## config.mk

```make
export PLATFORM = sky130hd
export DESIGN_NAME = mult_div_unit_flat
export DESIGN_NICKNAME = d
export VERILOG_FILES = /design/src/rtl/mult_div_unit_pkg.sv /design/src/rtl/mult_div_unit_if.sv /design/src/rtl/mult_div_unit_div_step.sv /design/src/rtl/mult_div_unit.sv /design/src/flat_wrapper.sv
export SDC_FILE = /design/constraint.sdc
export NUM_CORES = 1
export LEC_CHECK = 0
export CAP_MARGIN = 40
export CORE_ASPECT_RATIO = 1.2
export CORE_MARGIN = 5
export CORE_UTILIZATION = 40
export CTS_BUF_LIST = sky130_fd_sc_hd__clkbuf_8
export DETAILED_ROUTE_END_ITERATION = 8
export RECOVER_POWER = 50
export SLEW_MARGIN = 10
export SYNTH_ARGS = -nofsm -noshare
export SYNTH_HDL_FRONTEND = slang
export SYNTH_SLANG_ARGS = --single-unit
export TNS_END_PERCENT = 100
```

## constraint.sdc

```tcl
create_clock -name clk -period 5.11 [get_ports clk]
set_input_delay 1.022 -clock clk [delete_from_list [all_inputs] [get_ports clk]]
set_output_delay 1.022 -clock clk [all_outputs]
set_load 0.005 [all_outputs]
```

## src/rtl/mult_div_unit_pkg.sv

```systemverilog
// Shared constants for the multiply/divide unit: op codes, FSM encoding,
// iteration count and the operand magnitude/negate helpers.
package mdu_pkg;

  localparam logic [2:0] MDU_MULT  = 3'b000;
  localparam logic [2:0] MDU_MULTU = 3'b001;
  localparam logic [2:0] MDU_DIV   = 3'b010;
  localparam logic [2:0] MDU_DIVU  = 3'b011;
  localparam logic [2:0] MDU_MTHI  = 3'b100;
  localparam logic [2:0] MDU_MTLO  = 3'b101;

  localparam logic [1:0] S_IDLE = 2'd0;
  localparam logic [1:0] S_ITER = 2'd1;
  localparam logic [1:0] S_FIX  = 2'd2;

  localparam int unsigned MDU_ITERS = 32;

  function automatic logic [31:0] neg32(input logic [31:0] v);
    logic signed [31:0] s;
    s = $signed(v);
    return $unsigned(-s);
  endfunction

  // Absolute value for signed ops; unsigned ops pass through untouched.
  function automatic logic [31:0] mag32(input logic [31:0] v, input logic is_signed);
    return (is_signed && v[31]) ? neg32(v) : v;
  endfunction

endpackage

```

## src/rtl/mult_div_unit_if.sv

```systemverilog
// Request/result bundle between the EX stage and the multiply/divide unit.
interface mult_div_unit_if;
  logic        start;
  logic [2:0]  op;
  logic [31:0] rs_data;
  logic [31:0] rt_data;
  logic        busy;
  logic        done;
  logic [31:0] hi;
  logic [31:0] lo;

  modport master (output start, op, rs_data, rt_data, input busy, done, hi, lo);
  modport slave  (input start, op, rs_data, rt_data, output busy, done, hi, lo);
endinterface

```

## src/rtl/mult_div_unit_div_step.sv

```systemverilog
// One restoring-divide step: shift in the next dividend bit, trial-subtract
// the divisor over 33 bits and keep the difference only if it stayed positive.
module mdu_div_step (
  input  logic [31:0] rem_i,
  input  logic        dvd_bit_i,
  input  logic [31:0] dvs_i,
  output logic [31:0] rem_o,
  output logic        q_o
);
  logic [31:0] shl;
  logic [32:0] trial;

  assign shl   = {rem_i[30:0], dvd_bit_i};
  assign trial = {rem_i[31], shl} - {1'b0, dvs_i};
  assign q_o   = ~trial[32];
  // A successful subtract is always below the divisor, so 32 bits suffice.
  assign rem_o = q_o ? trial[31:0] : shl;
endmodule

```

## src/rtl/mult_div_unit.sv

```systemverilog
// Iterative 32x32 multiply / 32/32 restoring divide owning architectural HI/LO.
module mult_div_unit
  import mdu_pkg::*;
(
  input  logic            clk,
  input  logic            rst,
  mult_div_unit_if.slave  bus
);
  logic [1:0]  state_q, state_d;
  logic [4:0]  cnt_q, cnt_d;
  logic [63:0] acc_q, acc_d;
  logic [31:0] b_q, b_d;
  logic        is_div_q, is_div_d;
  logic        neg_q, neg_d;
  logic        neg_rem_q, neg_rem_d;
  logic [31:0] hi_q, hi_d, lo_q, lo_d;
  logic        done_q, done_d;

  logic        op_signed;
  logic        sign_diff;
  logic [32:0] mul_sum;
  logic [63:0] prod_neg;
  logic [31:0] step_rem;
  logic        step_q;

  // acc_q holds {partial product, multiplier} for mult and {remainder, dividend/quotient} for div.
  mdu_div_step u_step (
    .rem_i     (acc_q[63:32]),
    .dvd_bit_i (acc_q[31]),
    .dvs_i     (b_q),
    .rem_o     (step_rem),
    .q_o       (step_q)
  );

  assign op_signed = ~bus.op[0];
  assign sign_diff = bus.rs_data[31] ^ bus.rt_data[31];
  assign mul_sum   = {1'b0, acc_q[63:32]} + (acc_q[0] ? {1'b0, b_q} : 33'd0);
  assign prod_neg  = ~acc_q + 64'd1;

  always_comb begin
    state_d   = state_q;
    cnt_d     = cnt_q;
    acc_d     = acc_q;
    b_d       = b_q;
    is_div_d  = is_div_q;
    neg_d     = neg_q;
    neg_rem_d = neg_rem_q;
    hi_d      = hi_q;
    lo_d      = lo_q;
    done_d    = 1'b0;
    case (state_q)
      S_IDLE: begin
        if (bus.start) begin
          case (bus.op)
            MDU_MTHI: hi_d = bus.rs_data;
            MDU_MTLO: lo_d = bus.rs_data;
            MDU_MULT, MDU_MULTU: begin
              acc_d     = {32'd0, mag32(bus.rt_data, op_signed)};
              b_d       = mag32(bus.rs_data, op_signed);
              neg_d     = op_signed & sign_diff;
              neg_rem_d = 1'b0;
              is_div_d  = 1'b0;
              cnt_d     = 5'd0;
              state_d   = S_ITER;
            end
            MDU_DIV, MDU_DIVU: begin
              is_div_d = 1'b1;
              cnt_d    = 5'd0;
              b_d      = mag32(bus.rt_data, op_signed);
              if (bus.rt_data == 32'd0) begin
                // Divide by zero skips iteration; FIX writes the preset unchanged.
                acc_d     = {bus.rs_data, 32'hFFFF_FFFF};
                neg_d     = 1'b0;
                neg_rem_d = 1'b0;
                state_d   = S_FIX;
              end else begin
                acc_d     = {32'd0, mag32(bus.rs_data, op_signed)};
                neg_d     = op_signed & sign_diff;
                neg_rem_d = op_signed & bus.rs_data[31];
                state_d   = S_ITER;
              end
            end
            default: ;
          endcase
        end
      end
      S_ITER: begin
        acc_d = is_div_q ? {step_rem, acc_q[30:0], step_q} : {mul_sum, acc_q[31:1]};
        cnt_d = cnt_q + 5'd1;
        if (cnt_q == 5'(MDU_ITERS - 1)) state_d = S_FIX;
      end
      S_FIX: begin
        if (is_div_q) begin
          lo_d = neg_q     ? neg32(acc_q[31:0])  : acc_q[31:0];
          hi_d = neg_rem_q ? neg32(acc_q[63:32]) : acc_q[63:32];
        end else begin
          {hi_d, lo_d} = neg_q ? prod_neg : acc_q;
        end
        done_d  = 1'b1;
        state_d = S_IDLE;
      end
      default: state_d = S_IDLE;
    endcase
  end

  always_ff @(posedge clk) begin
    if (rst) begin
      state_q <= S_IDLE;
      cnt_q   <= 5'd0;
      hi_q    <= 32'd0;
      lo_q    <= 32'd0;
      done_q  <= 1'b0;
    end else begin
      state_q <= state_d;
      cnt_q   <= cnt_d;
      hi_q    <= hi_d;
      lo_q    <= lo_d;
      done_q  <= done_d;
    end
  end

  always_ff @(posedge clk) begin
    acc_q     <= acc_d;
    b_q       <= b_d;
    is_div_q  <= is_div_d;
    neg_q     <= neg_d;
    neg_rem_q <= neg_rem_d;
  end

  assign bus.busy = (state_q != S_IDLE);
  assign bus.done = done_q;
  assign bus.hi   = hi_q;
  assign bus.lo   = lo_q;
endmodule

```

## src/flat_wrapper.sv

```systemverilog
// flat-port wrapper written by rule: the top's interface ports become plain ports
module mult_div_unit_flat import mdu_pkg::*;
  (clk, rst, bus_start, bus_op, bus_rs_data, bus_rt_data, bus_busy, bus_done, bus_hi, bus_lo);
  mult_div_unit_if bus_i ();
  input  logic clk;
  input  logic rst;
  input wire logic [$bits(bus_i.start)-1:0] bus_start;
  input wire logic [$bits(bus_i.op)-1:0] bus_op;
  input wire logic [$bits(bus_i.rs_data)-1:0] bus_rs_data;
  input wire logic [$bits(bus_i.rt_data)-1:0] bus_rt_data;
  output wire logic [$bits(bus_i.busy)-1:0] bus_busy;
  output wire logic [$bits(bus_i.done)-1:0] bus_done;
  output wire logic [$bits(bus_i.hi)-1:0] bus_hi;
  output wire logic [$bits(bus_i.lo)-1:0] bus_lo;
  assign bus_i.start = bus_start;
  assign bus_i.op = bus_op;
  assign bus_i.rs_data = bus_rs_data;
  assign bus_i.rt_data = bus_rt_data;
  assign bus_busy = bus_i.busy;
  assign bus_done = bus_i.done;
  assign bus_hi = bus_i.hi;
  assign bus_lo = bus_i.lo;
  mult_div_unit u_core (.clk(clk), .rst(rst), .bus(bus_i));
endmodule
```

# [After elaboration in Yosys (flattened, before gate mapping)]
# Index checks and enable logic that the tools add are counted.
[op_classes] add_sub_neg=8 n_eq_ne=14 muxes=35 n_reduce_logical=18 bitwise=6
[op_table] op="$mux 32" count=12
[op_table] op="$mux 64" count=4
[op_table] op="$pmux 64 s2" count=2
[op_table] op="$pmux 32 s2" count=3
[op_table] op="$neg 32->32" count=4
[op_table] op="$add 64x1->64 const B" count=1
[op_table] op="$not 64->64" count=1
[op_table] op="$add 32x33->33" count=1
[op_table] op="$sub 33x32->33" count=1
[op_table] op="$logic_not 32->1" count=1
[op_table] op="$reduce_and 3->1" count=6
[op_table] op="$mux 5" count=2
[op_table] op="$pmux 5 s2" count=1
[op_table] op="$ne 2x2->1 const B" count=4
[op_table] op="$pmux 2 s2" count=2
[op_table] op="$reduce_bool 2->1" count=4
[op_table] op="$eq 3x2->1 const B" count=2
[op_table] op="$eq 3x3->1 const B" count=2
[op_table] op="$mux 2" count=3
[op_table] op="$pmux 1 s2" count=3
[op_table] op="$add 5x1->5 const B" count=1
[op_table] op="$eq 5x5->1 const B" count=1
[op_table] op="$reduce_or 2->1" count=2
[op_table] op="$reduce_or 4->1" count=1
[op_table] op="12 further kinds" count=17
[word_totals] input_bits=70 out_inout_bits=66 ff_bits=171 wordCells=91

# [Longest topological paths before layout]
# Gate-level depths: netlist of the first run.
[depth] depth_word=7 mapped_depth=14 mapped_depth_nobuf=12

# [By module]
# From an unflattened synthesis of the first run, not the netlist that was laid out.
[unflattened] cells_unflattened=1849 hier_area_um2=15393.5
[by_module_without_submodules] module="mult_div_unit" cells_each=1544 instances=1 area_each_um2=13035.0 seq_area_each_um2=4414.2
[by_module_without_submodules] module="mdu_div_step" cells_each=305 instances=1 area_each_um2=2358.5 seq_area_each_um2=0.0

# [Worst setup path after synthesis of the first run]
# OpenSTA, ideal clock, no wires.
[synth_path] kind="input to register" from="input port bus_rs_data[2]" to="register u_core.acc_q[30], data pin" arrival_time_ps=3370 required_time_ps=4845 n_path_buf=1 cell_stages=10 setup_slack_ps=1475 setup_ps=265 cell_sequence="clkbuf_1 > or4_4 > nor4_4 > nand3b_2 > or3_1 > or4_4 > o41ai_2 > xor2_1 > a221o_1 > o21ai_1"
[synth_via] elab_chain_cells=6
[synth_rtl] element="start, declared" line_no="flat_wrapper.sv:9" rtl="input wire logic [$bits(bus_i.rs_data)-1:0] bus_rs_data;"
[synth_rtl] element="$neg 32->32" line_no="mult_div_unit_pkg.sv:21" rtl="return $unsigned(-s);"
[synth_rtl] element="$mux 32" line_no="mult_div_unit_pkg.sv:26" rtl="return (is_signed && v[31]) ? neg32(v) : v;"
[synth_rtl] element="$mux 64" line_no="mult_div_unit.sv:70" rtl="if (bus.rt_data == 32'd0) begin"
[synth_rtl] element="$pmux 64 s2" line_no="mult_div_unit.sv:54" rtl="case (bus.op)"
[synth_rtl] element="$mux 64" line_no="mult_div_unit.sv:53" rtl="if (bus.start) begin"
[synth_rtl] element="$pmux 64 s2" line_no="mult_div_unit.sv:51" rtl="case (state_q)"
[synth_rtl] element="net u_core.acc_d[30]" line_no="mult_div_unit.sv:11" rtl="logic [63:0] acc_q, acc_d;"
[synth_rtl] element="end signal, assigned" line_no="mult_div_unit.sv:123" rtl="acc_q <= acc_d;"
[synth_rtl] element="end, declared" line_no="mult_div_unit.sv:11"
# The timed path passes the listed nets, and every way through them passes these cells. The select of a mux whose other input is x is not followed.
# A chain may end at the register's enable or synchronous reset.

# [Worst setup path after layout of the first run]
[layout_path] from="input port bus_op[2]" to="register u_core.acc_q[21], data pin"
[layout_via] elab_chain_cells=5 elab_cells_between_ends=9 classes_between="eq/ne (3); mux (3); reduce/logical (3)"
[layout_rtl] element="start, declared" line_no="flat_wrapper.sv:8" rtl="input wire logic [$bits(bus_i.op)-1:0] bus_op;"
[layout_rtl] element="$eq 3x2->1, or another cell as far along" line_no="mult_div_unit.sv:54"
[layout_rtl] element="$reduce_or 2->1 (on tied branches)"
[layout_rtl] element="$pmux 64 s2 *" line_no="mult_div_unit.sv:54"
[layout_rtl] element="$mux 64 *" line_no="mult_div_unit.sv:53"
[layout_rtl] element="$pmux 64 s2 *" line_no="mult_div_unit.sv:51"
[layout_rtl] element="net u_core.acc_d[21]" line_no="mult_div_unit.sv:11"
# Mark *: on every way through the listed nets, which the timed path passes. The rest lies on a longest branch. The select of a mux whose other input is x is not followed.

==> out/metrics.sh, run 1 <==
VDD_IR_DROP_MAX_V=0.000144
PLACED_CELLS_INCL_TAPS=2271
ROUTED_WL_MM=54.4
SYNTH-SEQ-AREA-SHARE_PCT=30.2
FINAL.SETUP.WORST_SLACK_NS=0.688
DPL_CELL_AREA_SQ_UM=16600
HP-START='u_core.bus.hi[20]'
DOMINANTREGCELLSYNTH='sky130_fd_sc_hd__edfxtp_1'
SYNTH_LARGEST_TYPE_AREA_FRACTION_PCT=20.3
SYNTH.NET_COUNT=1874
FINCLKSKEW_NS=0.0110
ARRIVAL_NS=4.67
ITERATION_0_DRC_MARKERS=1513
CRITICAL_PATH_CAPTURE_POINT_TYPE='flop'
YS_TYPES=77
MAX-CAP-VIOLATIONS=4
REG2REG_FROM='u_core.acc_q[36]'
CLOCK.FMAX_GHz=0.226
PERIOD_MINUS_SLACK_NS=4.42
COREAREA_SQ_UM=36000
TIMING.REG2REG.SETUP_SLACK_NS=0.86
CTSLONGESTPATHBUFFERS=2
FINAL_LAYOUT_SIZE_SUFFIX_GT1_SHARE_PCT=5.99
NUMBER_OF_BUFFERS_CREATED_BY_CTS=17
CTS-HTREE-LEVELS=4
CRITICAL_PATH_FANOUT_MAX=46
SYNTH_TOP_CELLS_BY_AREA='sky130_fd_sc_hd__edfxtp_1 20%, sky130_fd_sc_hd__dfxtp_1 9.8%, sky130_fd_sc_hd__mux2i_1 7.9%, sky130_fd_sc_hd__xnor2_1 6.9%, sky130_fd_sc_hd__ha_1 6.0%'
CLKLATENCYLATEPIN_NS=0.51
GRT_OVERFLOW=0
FINAL_NUMBER_OF_SETUP_VIOLATING_ENDPOINTS=0
STARTING_DENSITY_PCT=40.6
CTSROOTBUFFERMASTER='sky130_fd_sc_hd__clkbuf_8'
MIN_PATH_TYPE='flop to flop'
FINISH.UTILIZATION_PCT=46.9
CTS_HOLD_BUFFERS=0
DIE-AREA_SQ_UM=40500
POST_SYNTH.CELL_AREA_AVG_SQ_UM=8.45
SYN_INST=1732
SYNTH_AREA_SQ_UM=14600
NNETSFINAL=1964
GLOBAL_ROUTE.USAGE.TOTAL_PCT=26.3
DPL.HPWL_MM=41.2
POST-SYNTH-TOP-AREA-CELL='sky130_fd_sc_hd__edfxtp_1'
NUMBER_OF_ANTENNA_VIOLATIONS_AT_THE_FIRST_CHECK_IN_GLOBAL_ROUTING=0
FINAL_COUNT_OF_PINS_VIOLATING_MAX_SLEW=164
CRITICAL_PATH.STARTPOINT='bus_op[2]'
VIASPERCELL=6.19
R2R.WORST_PATH.CELLS=10
VIOLATIONS='capacitance limit, slew limit'
POST_DRT_WL_PER_CELL_MICRONS=23.6
FINAL_CELL_MIX='210 x sky130_fd_sc_hd__nor2_1, 115 x sky130_fd_sc_hd__xnor2_1, 115 x sky130_fd_sc_hd__mux2i_1'
CTS_TREE='built'
P_TOTAL_mW=4.29
HOLD_VIOL_FINAL=0
FINAL_CELL_AREA_SQ_UM=16900
PATH_CLASS='primary input to flop'
PATH_CLK_SLEW_NS=0.10
HOLDPATHEND='u_core.bus.hi[20]'
SETUP.WORST_PATH.START_CLASS='primary input'
FP.DIEH_MICRONS=220
GRT_PASS1_WL_MM=81.8
WORST_SLEW_PIN_SLEW_NS=2.98
WORSTREG2REGEND='u_core.acc_q[56]'
DETAIL_ROUTE.DRC_VIOLATIONS=0
SYNTH-EDFF-COUNT=99
MOST_FREQUENT_STANDARD_CELL_IN_THE_LAYOUT_EXCLUDING_FILL_AND_TAP_CELLS='sky130_fd_sc_hd__nor2_1'
TIMING.SLEW.HEADROOM_PCT=-98.4
POSTCTSRESIZEDCELLS=0
RUN_STATUS='finished with violations'
WHS_PATH_DEPTH=2
DR.PASS1.ITERS=6
GRT_PASS1_VIAS=13700
GRT_MAX_DEGREE=67
IO-PIN-COUNT=136
POWER.LEAKAGE_nW=6.48
DIE_X_MICRONS=185
FINAL_MIN_PERIOD_OVER_CLOCK_PERIOD_PCT=86.5
CTS_SETUP_BUFFERS=0
GP_CONGESTION=0.931
PLACE.PORT_BUFFERS=135
YOSYS_WARNINGS=0
NON_FILLER_INSTANCES=2304
FINALHOLDWORSTSLACK_NS=0.503
SYNTH_ASYNC_SR_FLOP_SHARE_PCT=0
SEQ_CELLS_POST_SYNTH=171
CP.REQUIRED_NS=5.35
GRT_SETUP_UNREPAIRED='no'
CTS.SINKS=171
POWER-PER-CELL-AREA_nW_PER_UM2=254
ROUTED-VIA-COUNT=14300
DPL_WORST_SLACK_NS=0.611
ANTENNA_VIOLATING_NETS_LEFT=0
SYNTHTOLAYOUTAREAGROWTH_PCT=15.4
SETUP_TOTAL_NEGATIVE_SLACK_NS=0
STD_CELL_ROWS=76
[registers in the layout (all words and copies together) (netlist names)]
name / cells
u_core.is_div_q: 1
u_core.bus.lo: 32
u_core.cnt_q: 5
u_core.b_q: 32
u_core.state_q: 2
u_core.neg_rem_q: 1
u_core.bus.done: 1
u_core.neg_q: 1
u_core.acc_q: 64
u_core.bus.hi: 32
[worst max-delay path: stages]
cell and delay [ns]:
sky130_fd_sc_hd__dlygate4sd3_1 0.56, sky130_fd_sc_hd__nand2b_1 0.65, sky130_fd_sc_hd__clkbuf_1 1.88, sky130_fd_sc_hd__nand2_1 0.20, sky130_fd_sc_hd__o22ai_1 0.27, sky130_fd_sc_hd__a31oi_1 0.07
[power breakdown]
part	switching, mW	total [mW]	internal (mW)
combinational	0.925	1.58	0.651
clock	0.592	0.987	0.395
sequential	0.136	1.73	1.59
[how the worst max path moves through the flow]
stage | endpoint | slack, ns | cells after the start
after floorplan | u_core.acc_q[30] | 1.47 | 10
after global placement | u_core.acc_q[30] | 0.67 | 10
after detailed placement | u_core.acc_q[30] | 0.61 | 10
after CTS | u_core.acc_q[56] | 0.90 | 10
after global routing | u_core.acc_q[21] | 0.45 | 6
final | u_core.acc_q[21] | 0.69 | 6
[synthesized netlist by cell type (57+ instances only)]
library cell	n
sky130_fd_sc_hd__xor2_1	57
sky130_fd_sc_hd__ha_1	70
sky130_fd_sc_hd__mux2i_1	115
sky130_fd_sc_hd__dfxtp_1	72
sky130_fd_sc_hd__clkbuf_1	91
sky130_fd_sc_hd__edfxtp_1	99
sky130_fd_sc_hd__nor2_1	211
sky130_fd_sc_hd__inv_1	66
sky130_fd_sc_hd__a21oi_1	103
sky130_fd_sc_hd__nand2_1	96
sky130_fd_sc_hd__o21ai_0	87
sky130_fd_sc_hd__xnor2_1	115
[routing by layer]
layer	wire length, microns	global-route usage (%)
met1	22900	35.5
met2	25500	43.0
met3	4210	3.50
met4	1900	9.54
met5	0	0
[final cells by class]
cell class,instances,area [sq um]
multi-input cells,1385,9560
flip-flops and latches,171,4410
repair buffers,181,1710
inverters,66,248
well taps,468,586
clock inverters,15,139
clock buffers,17,234
diodes,1,2.50
fillers,3515,19100
[logic make-up after synthesis]
| family | Yosys count | synth area share (%) |
|---|---|---|
| flip-flops | 171 | 30.2 |
| multiplexers | 120 | 8.25 |
| AO/OA/AOI/OAI | 528 | 24.1 |
| XOR/XNOR | 172 | 10.3 |
| AND/OR/NAND/NOR | 493 | 16.2 |
| buffers and inverters | 176 | 4.76 |
| adder cells (fa/ha/maj) | 72 | 6.26 |
No activity file was read; power rests on OpenSTA's default activity.
==> run 2, diff against run 1 <==
--- a/config.mk
+++ b/config.mk
@@ -18,2 +18,2 @@
 export SYNTH_SLANG_ARGS = --single-unit
-export TNS_END_PERCENT = 100
+export TNS_END_PERCENT = 30
==> constraint.sdc (replaced) <==
create_clock -name clk -period 5.11 [get_ports clk]
set_input_delay 0.7665 -clock clk [delete_from_list [all_inputs] [get_ports clk]]
set_output_delay 0.7665 -clock clk [all_outputs]
set_load 0.005 [all_outputs]
==> run 2 against run 1 <==
  * The flow still finishes with violations (capacitance limit, slew limit)
  * Critical path depth is 2 lower
  * Die area stayed put
  * Global-route usage grew 0.57 points
  * Non-clock buffer count decreased by 5
  * Utilization about the same
  * Setup slack improved by 0.22 ns
  * Final area barely moved
  * Register-to-register slack improved by 0.13 ns
  * Count of clock-buffer cells in the layout grew 1
  * Via count fell by 1.0%
  * Critical path type unchanged
  * Critical endpoint is now u_core.b_q[23]
==> out/metrics.sh, run 2 (synthesized netlist as in run 1, its figures left out) <==
ROUTED_WL_MM=55.4
VDD_IR_DROP_MAX_V=0.000147
TOP_USAGE_LAYER='met2'
GRT.MET3_USAGE_PCT=3.73
FINAL_LAYOUT_SIZE_SUFFIX_GT1_SHARE_PCT=5.74
FINAL_CELL_MIX='210 x sky130_fd_sc_hd__nor2_1, 115 x sky130_fd_sc_hd__xnor2_1, 115 x sky130_fd_sc_hd__mux2i_1'
GRT.MET1_USAGE_PCT=35.7
POSTCTSRESIZEDCELLS=0
FINAL.SETUP.WORST_SLACK_NS=0.905
PATH_CLASS='primary input to flop'
CRITICAL_PATH_CAPTURE_POINT_TYPE='flop'
P_TOTAL_mW=4.38
GLOBAL_ROUTE.USAGE.TOTAL_PCT=26.8
COREAREA_SQ_UM=36000
MIN_PATH_TYPE='flop to flop'
GRT_SETUP_UNREPAIRED='no'
DIE_X_MICRONS=185
POWER.LEAKAGE_nW=6.48
FINCLKSKEW_NS=0.0174
REGISTERS.TOP_BY_FF_COUNT='u_core.acc_q'
POWER-PER-CELL-AREA_nW_PER_UM2=259
STARTING_DENSITY_PCT=40.6
HOLD_VIOL_FINAL=0
FINAL_MIN_PERIOD_OVER_CLOCK_PERIOD_PCT=82.3
NUMBER_OF_ANTENNA_VIOLATIONS_AT_THE_FIRST_CHECK_IN_GLOBAL_ROUTING=0
ANTENNA_VIOLATING_NETS_LEFT=0
SYNTHTOLAYOUTAREAGROWTH_PCT=15.4
MAX-CAP-VIOLATIONS=4
GRT_PASS1_VIAS=13500
GP_CONGESTION=0.956
CTS_HOLD_BUFFERS=0
GRT_OVERFLOW=0
DETAIL_ROUTE.DRC_VIOLATIONS=0
CTS.SINKS=171
FINISH.UTILIZATION_PCT=46.9
VIASPERCELL=6.14
CP.REQUIRED_NS=5.25
TIMING.SLEW.HEADROOM_PCT=-102
PATH_CLK_SLEW_NS=0.10
DPL_WORST_SLACK_NS=0.905
GRT_PASS1_WL_MM=83.1
CTSLONGESTPATHBUFFERS=2
VIOLATIONS='capacitance limit, slew limit'
CLOCK.FMAX_GHz=0.238
POST_DRT_WL_PER_CELL_MICRONS=24.1
PLACE.PORT_BUFFERS=135
IO-PIN-COUNT=136
NNETSFINAL=1959
SETUP.WORST_PATH.START_CLASS='primary input'
WORST_SLEW_PIN_SLEW_NS=3.03
ARRIVAL_NS=4.34
CTS_TREE='built'
MOST_FREQUENT_STANDARD_CELL_IN_THE_LAYOUT_EXCLUDING_FILL_AND_TAP_CELLS='sky130_fd_sc_hd__nor2_1'
ITERATION_0_DRC_MARKERS=1407
CTS-HTREE-LEVELS=4
ROUTED-VIA-COUNT=14100
PLACED_CELLS_INCL_TAPS=2266
DIE-AREA_SQ_UM=40500
NUMBER_OF_BUFFERS_CREATED_BY_CTS=17
FINAL_NUMBER_OF_SETUP_VIOLATING_ENDPOINTS=0
CRITICAL_PATH_FANOUT_MAX=48
CTSROOTBUFFERMASTER='sky130_fd_sc_hd__clkbuf_8'
RUN_STATUS='finished with violations'
FINAL_COUNT_OF_PINS_VIOLATING_MAX_SLEW=162
NON_FILLER_INSTANCES=2298
DR.PASS1.ITERS=6
FP.DIEH_MICRONS=220
PERIOD_MINUS_SLACK_NS=4.21
LARGEST_REGISTER_FFS=64
USE_MET2_PCT=44.4
SETUP_TOTAL_NEGATIVE_SLACK_NS=0
ANTENNA-DIODE-COUNT=0
GRT_MAX_DEGREE=73
CTS_SETUP_BUFFERS=0
DPL.HPWL_MM=41.5
STD_CELL_ROWS=76
CLKLATENCYLATEPIN_NS=0.53
[run 2: path summary, 6_finish.rpt]
kind,start,to,slack [ns],cells past startpoint
min,u_core.bus.hi[5],u_core.bus.hi[5],0.50,2
max,bus_op[2],u_core.b_q[23],0.90,4
min reg2reg,u_core.bus.hi[5],u_core.bus.hi[5],0.50,2
max reg2reg,u_core.acc_q[0],u_core.acc_q[59],0.99,12
[run 2: critical path: stages]
cell                            delay [ns]
sky130_fd_sc_hd__dlygate4sd3_1        0.56
sky130_fd_sc_hd__nand2b_1             0.63
sky130_fd_sc_hd__clkbuf_1             1.93
sky130_fd_sc_hd__mux2i_1              0.44
[run 2: per-layer routing]
layer	part of all wire [%]	vias up
met3	7.0	103
met2	47	596
li1	-	6608
met5	0	-
met1	43	6800
met4	3.3	0
[run 2: final cells by class]
type                    count  area (sq um)
clock buffers              18           248
clock inverters            14           158
fillers                  3559         19100
inverters                  66           248
multi-input cells        1385          9550
flip-flops and latches    171          4410
well taps                 468           586
repair buffers            176          1690
[run 2: through the flow]
stage	hold slack [ns]	instance area, sq um
after floorplan	0.467	14600
after CTS	0.507	17000
after detailed placement	0.494	16600
after global placement	0.490	16500
final	0.501	16900
after global routing	0.526	16900
[run 2: power breakdown]
part | switching [mW] | internal (mW) | total, mW | leakage, nW
clock network | 0.606 | 0.459 | 1.06 | 0.210
registers | 0.132 | 1.59 | 1.73 | 1.54
logic | 0.936 | 0.649 | 1.59 | 4.73
